$ cat config.mk
export PLATFORM = sky130hd
export DESIGN_NAME = normalizer_engine_flat
export DESIGN_NICKNAME = d
export VERILOG_FILES = /design/src/rtl/normalizer_engine_if.sv /design/src/rtl/normalizer_engine.sv /design/src/flat_wrapper.sv
export SDC_FILE = /design/constraint.sdc
export NUM_CORES = 2
export LEC_CHECK = 0
export CORE_MARGIN = 2
export CORE_UTILIZATION = 50
export CTS_CLUSTER_DIAMETER = 40
export CTS_CLUSTER_SIZE = 25
export DETAILED_ROUTE_END_ITERATION = 8
export GPL_ROUTABILITY_DRIVEN = 0
export PLACE_DENSITY = 0.76
export SLEW_MARGIN = 15
export SYNTH_ARGS = -nofsm -noshare
export SYNTH_HDL_FRONTEND = slang
export SYNTH_SLANG_ARGS = --single-unit
export TNS_END_PERCENT = 30
$ cat constraint.sdc
create_clock -name clk -period 8.8 [get_ports clk]
set_input_delay 0.88 -clock clk [delete_from_list [all_inputs] [get_ports clk]]
set_output_delay 0.88 -clock clk [all_outputs]
set_load 0.05 [all_outputs]
$ cat src/rtl/normalizer_engine_if.sv
// Bus bundle for the normaliser datapath: control inputs,
// Avalon master signals and status outputs.
interface normalizer_engine_if #(
    parameter int ADDR_W = 32
);
    logic              start;
    logic [ADDR_W-1:0] start_addr;
    logic [ADDR_W-1:0] stop_addr;
    logic [15:0]       max_value;
    logic [ADDR_W-1:0] avm_m0_address;
    logic              avm_m0_read;
    logic              avm_m0_write;
    logic [31:0]       avm_m0_writedata;
    logic [31:0]       avm_m0_readdata;
    logic              avm_m0_readdatavalid;
    logic              avm_m0_waitrequest;
    logic              busy;
    logic              done;
    logic [16:0]       peak;

    modport master (
        input  start, start_addr, stop_addr, max_value,
        input  avm_m0_readdata, avm_m0_readdatavalid,
        input  avm_m0_waitrequest,
        output avm_m0_address, avm_m0_read, avm_m0_write,
        output avm_m0_writedata, busy, done, peak
    );

    modport slave (
        output start, start_addr, stop_addr, max_value,
        output avm_m0_readdata, avm_m0_readdatavalid,
        output avm_m0_waitrequest,
        input  avm_m0_address, avm_m0_read, avm_m0_write,
        input  avm_m0_writedata, busy, done, peak
    );
endinterface

$ cat src/rtl/normalizer_engine.sv
// Two-pass amplitude normaliser: peak scan, serial divide,
// then in-place rescale of a 16-bit sample buffer.
module normalizer_engine #(
    parameter int FRAC   = 16,
    parameter int ADDR_W = 32
) (
    input  logic                clk,
    input  logic                rst,
    normalizer_engine_if.master bus
);
    localparam int AW = ADDR_W - 2;
    localparam int DW = 16 + FRAC;

    typedef enum logic [2:0] {
        IDLE, SCAN_RD, SCAN_WT, DIV,
        NORM_RD, NORM_WT, NORM_WR, DONE
    } state_t;

    state_t          state_q, state_d;
    logic [AW-1:0]   ptr_q, ptr_d;
    logic [AW-1:0]   base_q, base_d;
    logic [AW-1:0]   stop_q, stop_d;
    logic [15:0]     maxv_q, maxv_d;
    logic [15:0]     x_q, x_d;
    logic [16:0]     peak_q, peak_d;
    logic [31:0]     scale_q, scale_d;
    logic [DW-1:0]   dvd_q, dvd_d;
    logic [31:0]     quo_q, quo_d;
    logic [17:0]     rem_q, rem_d;
    logic [5:0]      cnt_q, cnt_d;

    logic [15:0]        rd_x;
    logic [16:0]        rd_abs;
    logic [16:0]        peak_new;
    logic [AW-1:0]      ptr_inc;
    logic               last;
    logic [17:0]        trial;
    logic               fits;
    logic [17:0]        rem_sub;
    logic signed [48:0] xs, ss, prod, sh;
    logic [15:0]        y;
    logic               rd_en, wr_en;
    logic               unused_ok;

    assign rd_x     = bus.avm_m0_readdata[15:0];
    assign rd_abs   = rd_x[15] ? (17'd0 - {1'b1, rd_x})
                               : {1'b0, rd_x};
    assign peak_new = (rd_abs > peak_q) ? rd_abs : peak_q;
    assign ptr_inc  = ptr_q + AW'(1);
    assign last     = (ptr_inc == stop_q);

    assign trial   = {rem_q[16:0], dvd_q[DW-1]};
    assign fits    = (trial >= {1'b0, peak_q});
    assign rem_sub = trial - {1'b0, peak_q};

    assign xs   = {{33{x_q[15]}}, x_q};
    assign ss   = {17'd0, scale_q};
    assign prod = xs * ss;
    assign sh   = prod >>> FRAC;

    // Saturate the scaled sample into the signed 16-bit range
    always_comb begin
        y = sh[15:0];
        if (sh > 49'sd32767)
            y = 16'h7FFF;
        else if (sh < -49'sd32768)
            y = 16'h8000;
    end

    assign unused_ok = ^{bus.avm_m0_readdata[31:16],
                         bus.start_addr[1:0],
                         bus.stop_addr[1:0]};

    // State and datapath registers
    always_ff @(posedge clk or negedge rst) begin
        if (!rst) begin
            state_q <= IDLE;
            ptr_q   <= '0;
            base_q  <= '0;
            stop_q  <= '0;
            maxv_q  <= '0;
            x_q     <= '0;
            peak_q  <= '0;
            scale_q <= '0;
            dvd_q   <= '0;
            quo_q   <= '0;
            rem_q   <= '0;
            cnt_q   <= '0;
        end else begin
            state_q <= state_d;
            ptr_q   <= ptr_d;
            base_q  <= base_d;
            stop_q  <= stop_d;
            maxv_q  <= maxv_d;
            x_q     <= x_d;
            peak_q  <= peak_d;
            scale_q <= scale_d;
            dvd_q   <= dvd_d;
            quo_q   <= quo_d;
            rem_q   <= rem_d;
            cnt_q   <= cnt_d;
        end
    end

    // Next-state sequencing for scan, divide and rewrite passes
    always_comb begin
        state_d = state_q;
        ptr_d   = ptr_q;
        base_d  = base_q;
        stop_d  = stop_q;
        maxv_d  = maxv_q;
        x_d     = x_q;
        peak_d  = peak_q;
        scale_d = scale_q;
        dvd_d   = dvd_q;
        quo_d   = quo_q;
        rem_d   = rem_q;
        cnt_d   = cnt_q;
        unique case (state_q)
            IDLE: begin
                if (bus.start) begin
                    base_d = bus.start_addr[ADDR_W-1:2];
                    ptr_d  = bus.start_addr[ADDR_W-1:2];
                    stop_d = bus.stop_addr[ADDR_W-1:2];
                    maxv_d = bus.max_value;
                    peak_d = '0;
                    if (bus.stop_addr[ADDR_W-1:2]
                        <= bus.start_addr[ADDR_W-1:2])
                        state_d = DONE;
                    else
                        state_d = SCAN_RD;
                end
            end
            SCAN_RD: begin
                if (!bus.avm_m0_waitrequest)
                    state_d = SCAN_WT;
            end
            SCAN_WT: begin
                if (bus.avm_m0_readdatavalid) begin
                    peak_d = peak_new;
                    ptr_d  = ptr_inc;
                    if (!last) begin
                        state_d = SCAN_RD;
                    end else if (peak_new == 17'd0) begin
                        state_d = DONE;
                    end else begin
                        dvd_d   = {maxv_q, {FRAC{1'b0}}};
                        rem_d   = '0;
                        quo_d   = '0;
                        cnt_d   = '0;
                        state_d = DIV;
                    end
                end
            end
            DIV: begin
                rem_d = fits ? rem_sub : trial;
                quo_d = {quo_q[30:0], fits};
                dvd_d = dvd_q << 1;
                cnt_d = cnt_q + 6'd1;
                if (cnt_q == 6'(DW - 1)) begin
                    scale_d = {quo_q[30:0], fits};
                    ptr_d   = base_q;
                    state_d = NORM_RD;
                end
            end
            NORM_RD: begin
                if (!bus.avm_m0_waitrequest)
                    state_d = NORM_WT;
            end
            NORM_WT: begin
                if (bus.avm_m0_readdatavalid) begin
                    x_d     = rd_x;
                    state_d = NORM_WR;
                end
            end
            NORM_WR: begin
                if (!bus.avm_m0_waitrequest) begin
                    ptr_d   = ptr_inc;
                    state_d = last ? DONE : NORM_RD;
                end
            end
            DONE: begin
                state_d = IDLE;
            end
            default: begin
                state_d = IDLE;
            end
        endcase
    end

    // Bus and status outputs decoded from the current state
    always_comb begin
        rd_en = (state_q == SCAN_RD) || (state_q == NORM_RD);
        wr_en = (state_q == NORM_WR);
        bus.avm_m0_read      = rd_en;
        bus.avm_m0_write     = wr_en;
        bus.avm_m0_address   = '0;
        bus.avm_m0_writedata = '0;
        if (rd_en || wr_en)
            bus.avm_m0_address = {ptr_q, 2'b00};
        if (wr_en)
            bus.avm_m0_writedata = {{16{y[15]}}, y};
        bus.busy = (state_q != IDLE) && (state_q != DONE);
        bus.done = (state_q == DONE);
        bus.peak = peak_q;
    end
endmodule
$ cat src/flat_wrapper.sv
// flat-port wrapper written by rule: the top's interface ports become plain ports
module normalizer_engine_flat 
#(
    parameter int FRAC   = 16,
    parameter int ADDR_W = 32
)
  (clk, rst, bus_start, bus_start_addr, bus_stop_addr, bus_max_value, bus_avm_m0_readdata, bus_avm_m0_readdatavalid, bus_avm_m0_waitrequest, bus_avm_m0_address, bus_avm_m0_read, bus_avm_m0_write, bus_avm_m0_writedata, bus_busy, bus_done, bus_peak);
  normalizer_engine_if #(.ADDR_W(ADDR_W)) bus_i ();
  input  logic clk;
  input  logic rst;
  input wire logic [$bits(bus_i.start)-1:0] bus_start;
  input wire logic [$bits(bus_i.start_addr)-1:0] bus_start_addr;
  input wire logic [$bits(bus_i.stop_addr)-1:0] bus_stop_addr;
  input wire logic [$bits(bus_i.max_value)-1:0] bus_max_value;
  input wire logic [$bits(bus_i.avm_m0_readdata)-1:0] bus_avm_m0_readdata;
  input wire logic [$bits(bus_i.avm_m0_readdatavalid)-1:0] bus_avm_m0_readdatavalid;
  input wire logic [$bits(bus_i.avm_m0_waitrequest)-1:0] bus_avm_m0_waitrequest;
  output wire logic [$bits(bus_i.avm_m0_address)-1:0] bus_avm_m0_address;
  output wire logic [$bits(bus_i.avm_m0_read)-1:0] bus_avm_m0_read;
  output wire logic [$bits(bus_i.avm_m0_write)-1:0] bus_avm_m0_write;
  output wire logic [$bits(bus_i.avm_m0_writedata)-1:0] bus_avm_m0_writedata;
  output wire logic [$bits(bus_i.busy)-1:0] bus_busy;
  output wire logic [$bits(bus_i.done)-1:0] bus_done;
  output wire logic [$bits(bus_i.peak)-1:0] bus_peak;
  assign bus_i.start = bus_start;
  assign bus_i.start_addr = bus_start_addr;
  assign bus_i.stop_addr = bus_stop_addr;
  assign bus_i.max_value = bus_max_value;
  assign bus_i.avm_m0_readdata = bus_avm_m0_readdata;
  assign bus_i.avm_m0_readdatavalid = bus_avm_m0_readdatavalid;
  assign bus_i.avm_m0_waitrequest = bus_avm_m0_waitrequest;
  assign bus_avm_m0_address = bus_i.avm_m0_address;
  assign bus_avm_m0_read = bus_i.avm_m0_read;
  assign bus_avm_m0_write = bus_i.avm_m0_write;
  assign bus_avm_m0_writedata = bus_i.avm_m0_writedata;
  assign bus_busy = bus_i.busy;
  assign bus_done = bus_i.done;
  assign bus_peak = bus_i.peak;
  normalizer_engine #(.FRAC(FRAC), .ADDR_W(ADDR_W)) u_core (.clk(clk), .rst(rst), .bus(bus_i));
endmodule
# Word-level counts from Yosys, hierarchy flattened
# Index checks and enable logic that the tools add are counted.
# op_classes
n_reduce_logical	16
order_cmp	5
eq_ne	19
add_sub_neg	4
muxes	43
n_mul	1
# ops
cell	count
$mux 32	5
$mux 17	8
$mux 30	4
$pmux 30 s4	1
$mux 31	3
$pmux 17 s2	2
$pmux 32 s2	1
$pmux 31 s2	1
$mul 16x33->49	1
$gt 33x16->1 const B	1
$lt 33x16->1 const B	1
$mux 16	2
$add 30x1->30 const B	1
$eq 30x30->1	1
$le 30x30->1	1
$mux 3	10
$pmux 3 s8	1
$ge 18x17->1	1
$mux 6	3
$gt 17x17->1	1
$logic_not 17->1	1
$sub 1x17->17 const A	1
$sub 17x17->17	1
$ne 2x2->1 const B	7
other kinds (20)	29
# totals
ff_bits	260
output_inout_bits	85
in_bits	117

# Longest topological paths before layout
# depth
ltp_word	9
depth_mapped	28
depth_no_buf	25

# Worst setup path before layout
# No wires, ideal clock.
# synth_path
path_kind	reg-to-output
startpoint	register u_core.scale_q[20]
endpoint	output bus_avm_m0_writedata[10]
t_required_ns	7.920
path_buffers	4
setup_slack_ns	0.060
arrival_ns	7.860
stages_incl_launch_ff	29
path_cell_list	dfrtp_1 -> clkbuf_1 -> nand2_1 -> fa_1 -> inv_1 -> fa_1 -> inv_1 -> fa_1 -> inv_1 -> fa_1 -> inv_1 -> fa_1 -> fa_1 -> inv_1 -> ha_1 -> buf_2 -> and2_0 -> clkbuf_1 -> a21oi_1 -> o21ai_1 -> a2111oi_2 -> or3b_2 -> o221ai_1 -> a211oi_1 -> nand4_1 -> nor4_1 -> a21oi_1 -> buf_2 -> o31ai_1
# synth_via
elab_chain_cells	5
word_cells_on_any_way	6
# synth_rtl
element	line	rtl
start: declaration	normalizer_engine.sv:26	logic [31:0] scale_q, scale_d;
start signal: assignment	normalizer_engine.sv:97	scale_q <= scale_d;
$mul 16x33->49 *	normalizer_engine.sv:58	assign prod = xs * ss;
$lt 33x16->1	normalizer_engine.sv:66	else if (sh < -49'sd32768)
$mux 16	normalizer_engine.sv:66	
$mux 16 *	normalizer_engine.sv:64	if (sh > 49'sd32767)
$mux 32 *	normalizer_engine.sv:201	if (wr_en)
end: declaration	flat_wrapper.sv:21	output wire logic [$bits(bus_i.avm_m0_writedata)-1:0] bus_avm_m0_writedata;
# Mark *: on every way between the ends. The rest lies on a longest branch, timed or not.

# Final worst setup path
# layout_path
startpoint	register u_core.scale_q[13]
endpoint	output bus_avm_m0_writedata[9]
# The elaborated chain is that of the path after synthesis.

==> metrics.md <==
| Metric | Value |
|---|---|
| Outcome | finished with violations |
| Violated checks | negative setup slack |
| Drt wl/cell | 18.6 um |
| Minimum clock period | 8.86 ns |
| Cell mode on critical path | fa_1 |
| RR Endpoint | u_core.rem_q[12] |
| Layout fillers | 4,994 |
| Worst Hold Class | input port to async pin |
| Global Route Usage Sum | 25.5% |
| Synth warn | 0 |
| Critical Path Source | u_core.scale_q[13] |
| Hold_buf cts | 0 |
| Top cells by count, synth | 629 x inv_1, 510 x nand2_1, 418 x fa_1 |
| Mean area per synthesized cell | 8.78 sq um |
| Total core area | 0.0618 sq mm |
| Die Wd | 254 um |
| Die area | 0.0647 sq mm |
| Area delta synth->final | 19.7% |
| Synth Register Bits | 244 |
| 1st-iter DRT viols | 1,896 |
| Sequential fraction of the synthesis area | 19.5% |
| Max Fclk | 0.113 GHz |
| Initial antenna violation count | 4 |
| Max FO, Critical Path | 8 |
| CTS buffer count | 29 |
| Number of synthesized flops with an enable pin | 0 |
| Post-synth top area share | 26.7% |
| Clock transition at path regs | 0.08 ns |
| Ys flop type | dfrtp_1 |
| Post-synth cell types | 79 |
| Net count reported at finish | 4,538 |
| Crit path largest cell delay | 0.62 ns |
| Internal power | 0.00446 W |
| Critical path class | flip-flop to output pin |
| Dpl hpwl | 61.0 mm |
| P_sw | 0.00426 W |
| Maximum vdd ir drop | 228 uV |
| Reg-to-reg startpoint | u_core.ptr_q[0] |
| PnR worst setup slack | -0.0643 ns |
| Area taken by multi-input logic gates | 0.0229 sq mm |
| Worst r2r path cells | 13 |
| DRC Markers | 0 |
| Vias in the first global route | 26,227 |
| Share of cells above drive strength 1 | 15.5% |
| Switching Share | 48.9% |
| Period utilization | 101% |
| Die H | 254 um |
| Post-synth ARST share | 100% |
| Ports | 202 |
| First-pass GRT wire length | 133 mm |
| Slew Limit Fails | 0 |
| First-pass DRT Iterations | 5 |
| CP max stage cell | fa_1 |
| Clk buf depth | 3 |
| Leak Pwr | 17.9 nW |
| Pin count of the biggest net entering global routing | 115 |
| Routed vias/inst | 5.64 |
| Sequential cell area | 0.00617 sq mm |
| Post-DRT Antenna Nets | 0 |
| Setup Viol. Count Final | 15 |
| CTS tree | built |
| Max_slew headroom | 28.9% |
| Sink Count | 244 |
| Mapped cell area | 0.0314 sq mm |
| Synth Instances | 3,572 |
| Routed vias | 26,207 |
| Root Driver | clkbuf_16 |
| Critical Path RT | 7.92 ns |
| Worst Max-Slew Pin Slew | 1.06 ns |
| Synth area leader | fa_1 |
| Most frequent cell after synthesis | inv_1 |
| Clock power frac | 14.8% |
| Port bufs | 179 |
| Final WL | 86.4 mm |
| Layout Skew | 0.0483 ns |
| Unrepaired setup endpoints after global routing | yes |
| Comb power frac | 61.5% |
| Crit start category | flip-flop |
| WP data arrival | 7.98 ns |
| CP top delay family | adder cells |
| Dominant cells by area after synthesis | fa_1 27%, dfrtp_1 19%, ha_1 8.7% |
| Total gr overflow | 0 |
| Reg2Reg Setup Slack | 4.41 ns |
| Flop pwr share | 23.7% |
| Site row count | 91 |
| Pwr dens | 232 mW/mm^2 |
| Worst Path Buf+Inv | 8 |
| Crit. End Element | output pin |
| Final non-filler cell total | 4,646 |
| Placed Cells | 4,506 |
| Hold Vio Cnt, Final | 0 |
| Post-Route Setup TNS | -0.461 ns |
| Clk Latency, worst-skew pair | 0.59 ns |
| Max_cap viols | 0 |
| Initial Utilization | 50.7% |
| H-tree depth | 1 |
-- worst reg2reg max path, cell delays in order, from the launching register on --
cell and delay, ns:
dfrtp_1 0.55, ha_1 0.26, nand2_1 0.15, nor4_1 0.68, nand4_1 0.30, xnor2_1 0.25, nand4_1 0.25, a2111oi_4 0.42
nand4b_2 0.21, nor2_1 0.21, o21ai_4 0.27, buf_4 0.31, nand2_4 0.22, o32ai_1 0.13
-- per-layer routing --
metal	GRT usage [%]	vias to the layer above	wire length (um)
met5	0	-	24
met4	8.07	4	3470
met3	4.61	238	7970
met2	41.6	1196	40600
met1	34.5	12973	34400
li1	-	11796	-
-- power groups by stage --
stage               clock network (W)  registers [W]  logic, W
global route                  0.00136        0.00212   0.00581
global placement                    0        0.00205   0.00464
CTS                           0.00131        0.00206   0.00479
finish                        0.00129        0.00207   0.00537
floorplan                           0        0.00194   0.00332
detailed placement                  0        0.00207   0.00474
-- how the worst max path moves through the flow --
stage | depth (start not counted) | slack, ns | end
4_1_cts | 27 | 0.0008 | bus_avm_m0_writedata[12]
3_5_place_dp | 25 | 0.19 | bus_avm_m0_writedata[12]
6_report | 27 | -0.06 | bus_avm_m0_writedata[9]
2_1_floorplan | 28 | 0.06 | bus_avm_m0_writedata[10]
3_3_place_gp | 27 | 0.28 | bus_avm_m0_writedata[12]
5_1_grt | 27 | -0.23 | bus_avm_m0_writedata[9]
-- cells in the final DEF, fill, tap and decap left out, types with 15 or more instances in the layout --
cell and n:
fa_1 407, clkbuf_16 37, nand3_1 90, and2_1 207, mux2i_1 21, a211oi_1 17
a21o_1 33, and3_1 22, nor2_1 106, xor2_1 42, nand4_1 37, nor3_1 44
dfrtp_1 208, buf_6 23, ha_1 196, nand2b_1 26, a21oi_1 92, o21a_1 26
inv_2 15, dfrtp_2 29, o22a_1 16, a21oi_2 17, o31ai_1 20, inv_1 614
o21ai_0 143, buf_4 158, nor2b_1 15, buf_12 37, ha_4 21, clkdlybuf4s50_1 146
nand2_1 494, mux2_2 103, xnor2_1 56
-- timing repair --
| action | 4_1_cts | 5_1_grt |
|---|---|---|
| pin swaps | 3 | 77 |
| endpoints found under the hold margin | 0 | 0 |
| buffers inserted | 4 | 72 |
| gates resized for setup | 40 | 230 |
| setup endpoints to repair | 32 | 32 |
| cloned | 0 | 11 |
-- metrics by stage --
step | area (sq um) | power (W) | setup slack (ns) | hold WS (ns) | utilization (%)
3_5_place_dp | 34500 | 0.00681 | 0.192 | 0.465 | 55.9
6_report | 37500 | 0.00872 | -0.0643 | 0.319 | 60.7
3_3_place_gp | 34500 | 0.00669 | 0.284 | 0.458 | 55.9
4_1_cts | 35700 | 0.00816 | 0.000797 | 0.382 | 57.8
5_1_grt | 37500 | 0.00929 | -0.229 | 0.394 | 60.7
2_1_floorplan | 31400 | 0.00525 | 0.0605 | 0.445 | -
-- area by class of cell --
cell class	count	area share, %
Clock inverter	24	0.927
Timing Repair Buffer	378	10.5
Antenna cell	2	0.0133
Inverter	629	6.29
Clock buffer	29	1.93
Multi-Input combinational cell	2503	61.1
Tap cell	837	2.79
Sequential cell	244	16.4
-- cells by family after synthesis --
kind of cell    Yosys count  share of synthesized area [%]
compound gates          507                           10.3
xor+xnor                100                           2.79
fa+ha+maj               636                           35.4
buf+inv                 827                           10.3
flops                   244                           19.5
mux                     124                           4.37
other cells               1                         0.0120
simple gates           1133                           17.4
-- flip-flops by register name, summed over array words and instances (netlist names) --
| name | cells |
|---|---|
| u_core.x_q | 16 |
| u_core.base_q | 30 |
| u_core.dvd_q | 16 |
| u_core.state_q | 3 |
| u_core.cnt_q | 6 |
| u_core.quo_q | 31 |
| u_core.stop_q | 30 |
| u_core.scale_q | 32 |
| u_core.rem_q | 17 |
| u_core.bus.peak | 17 |
| u_core.ptr_q | 30 |
| u_core.maxv_q | 16 |
(Power assumes the default switching activity.)
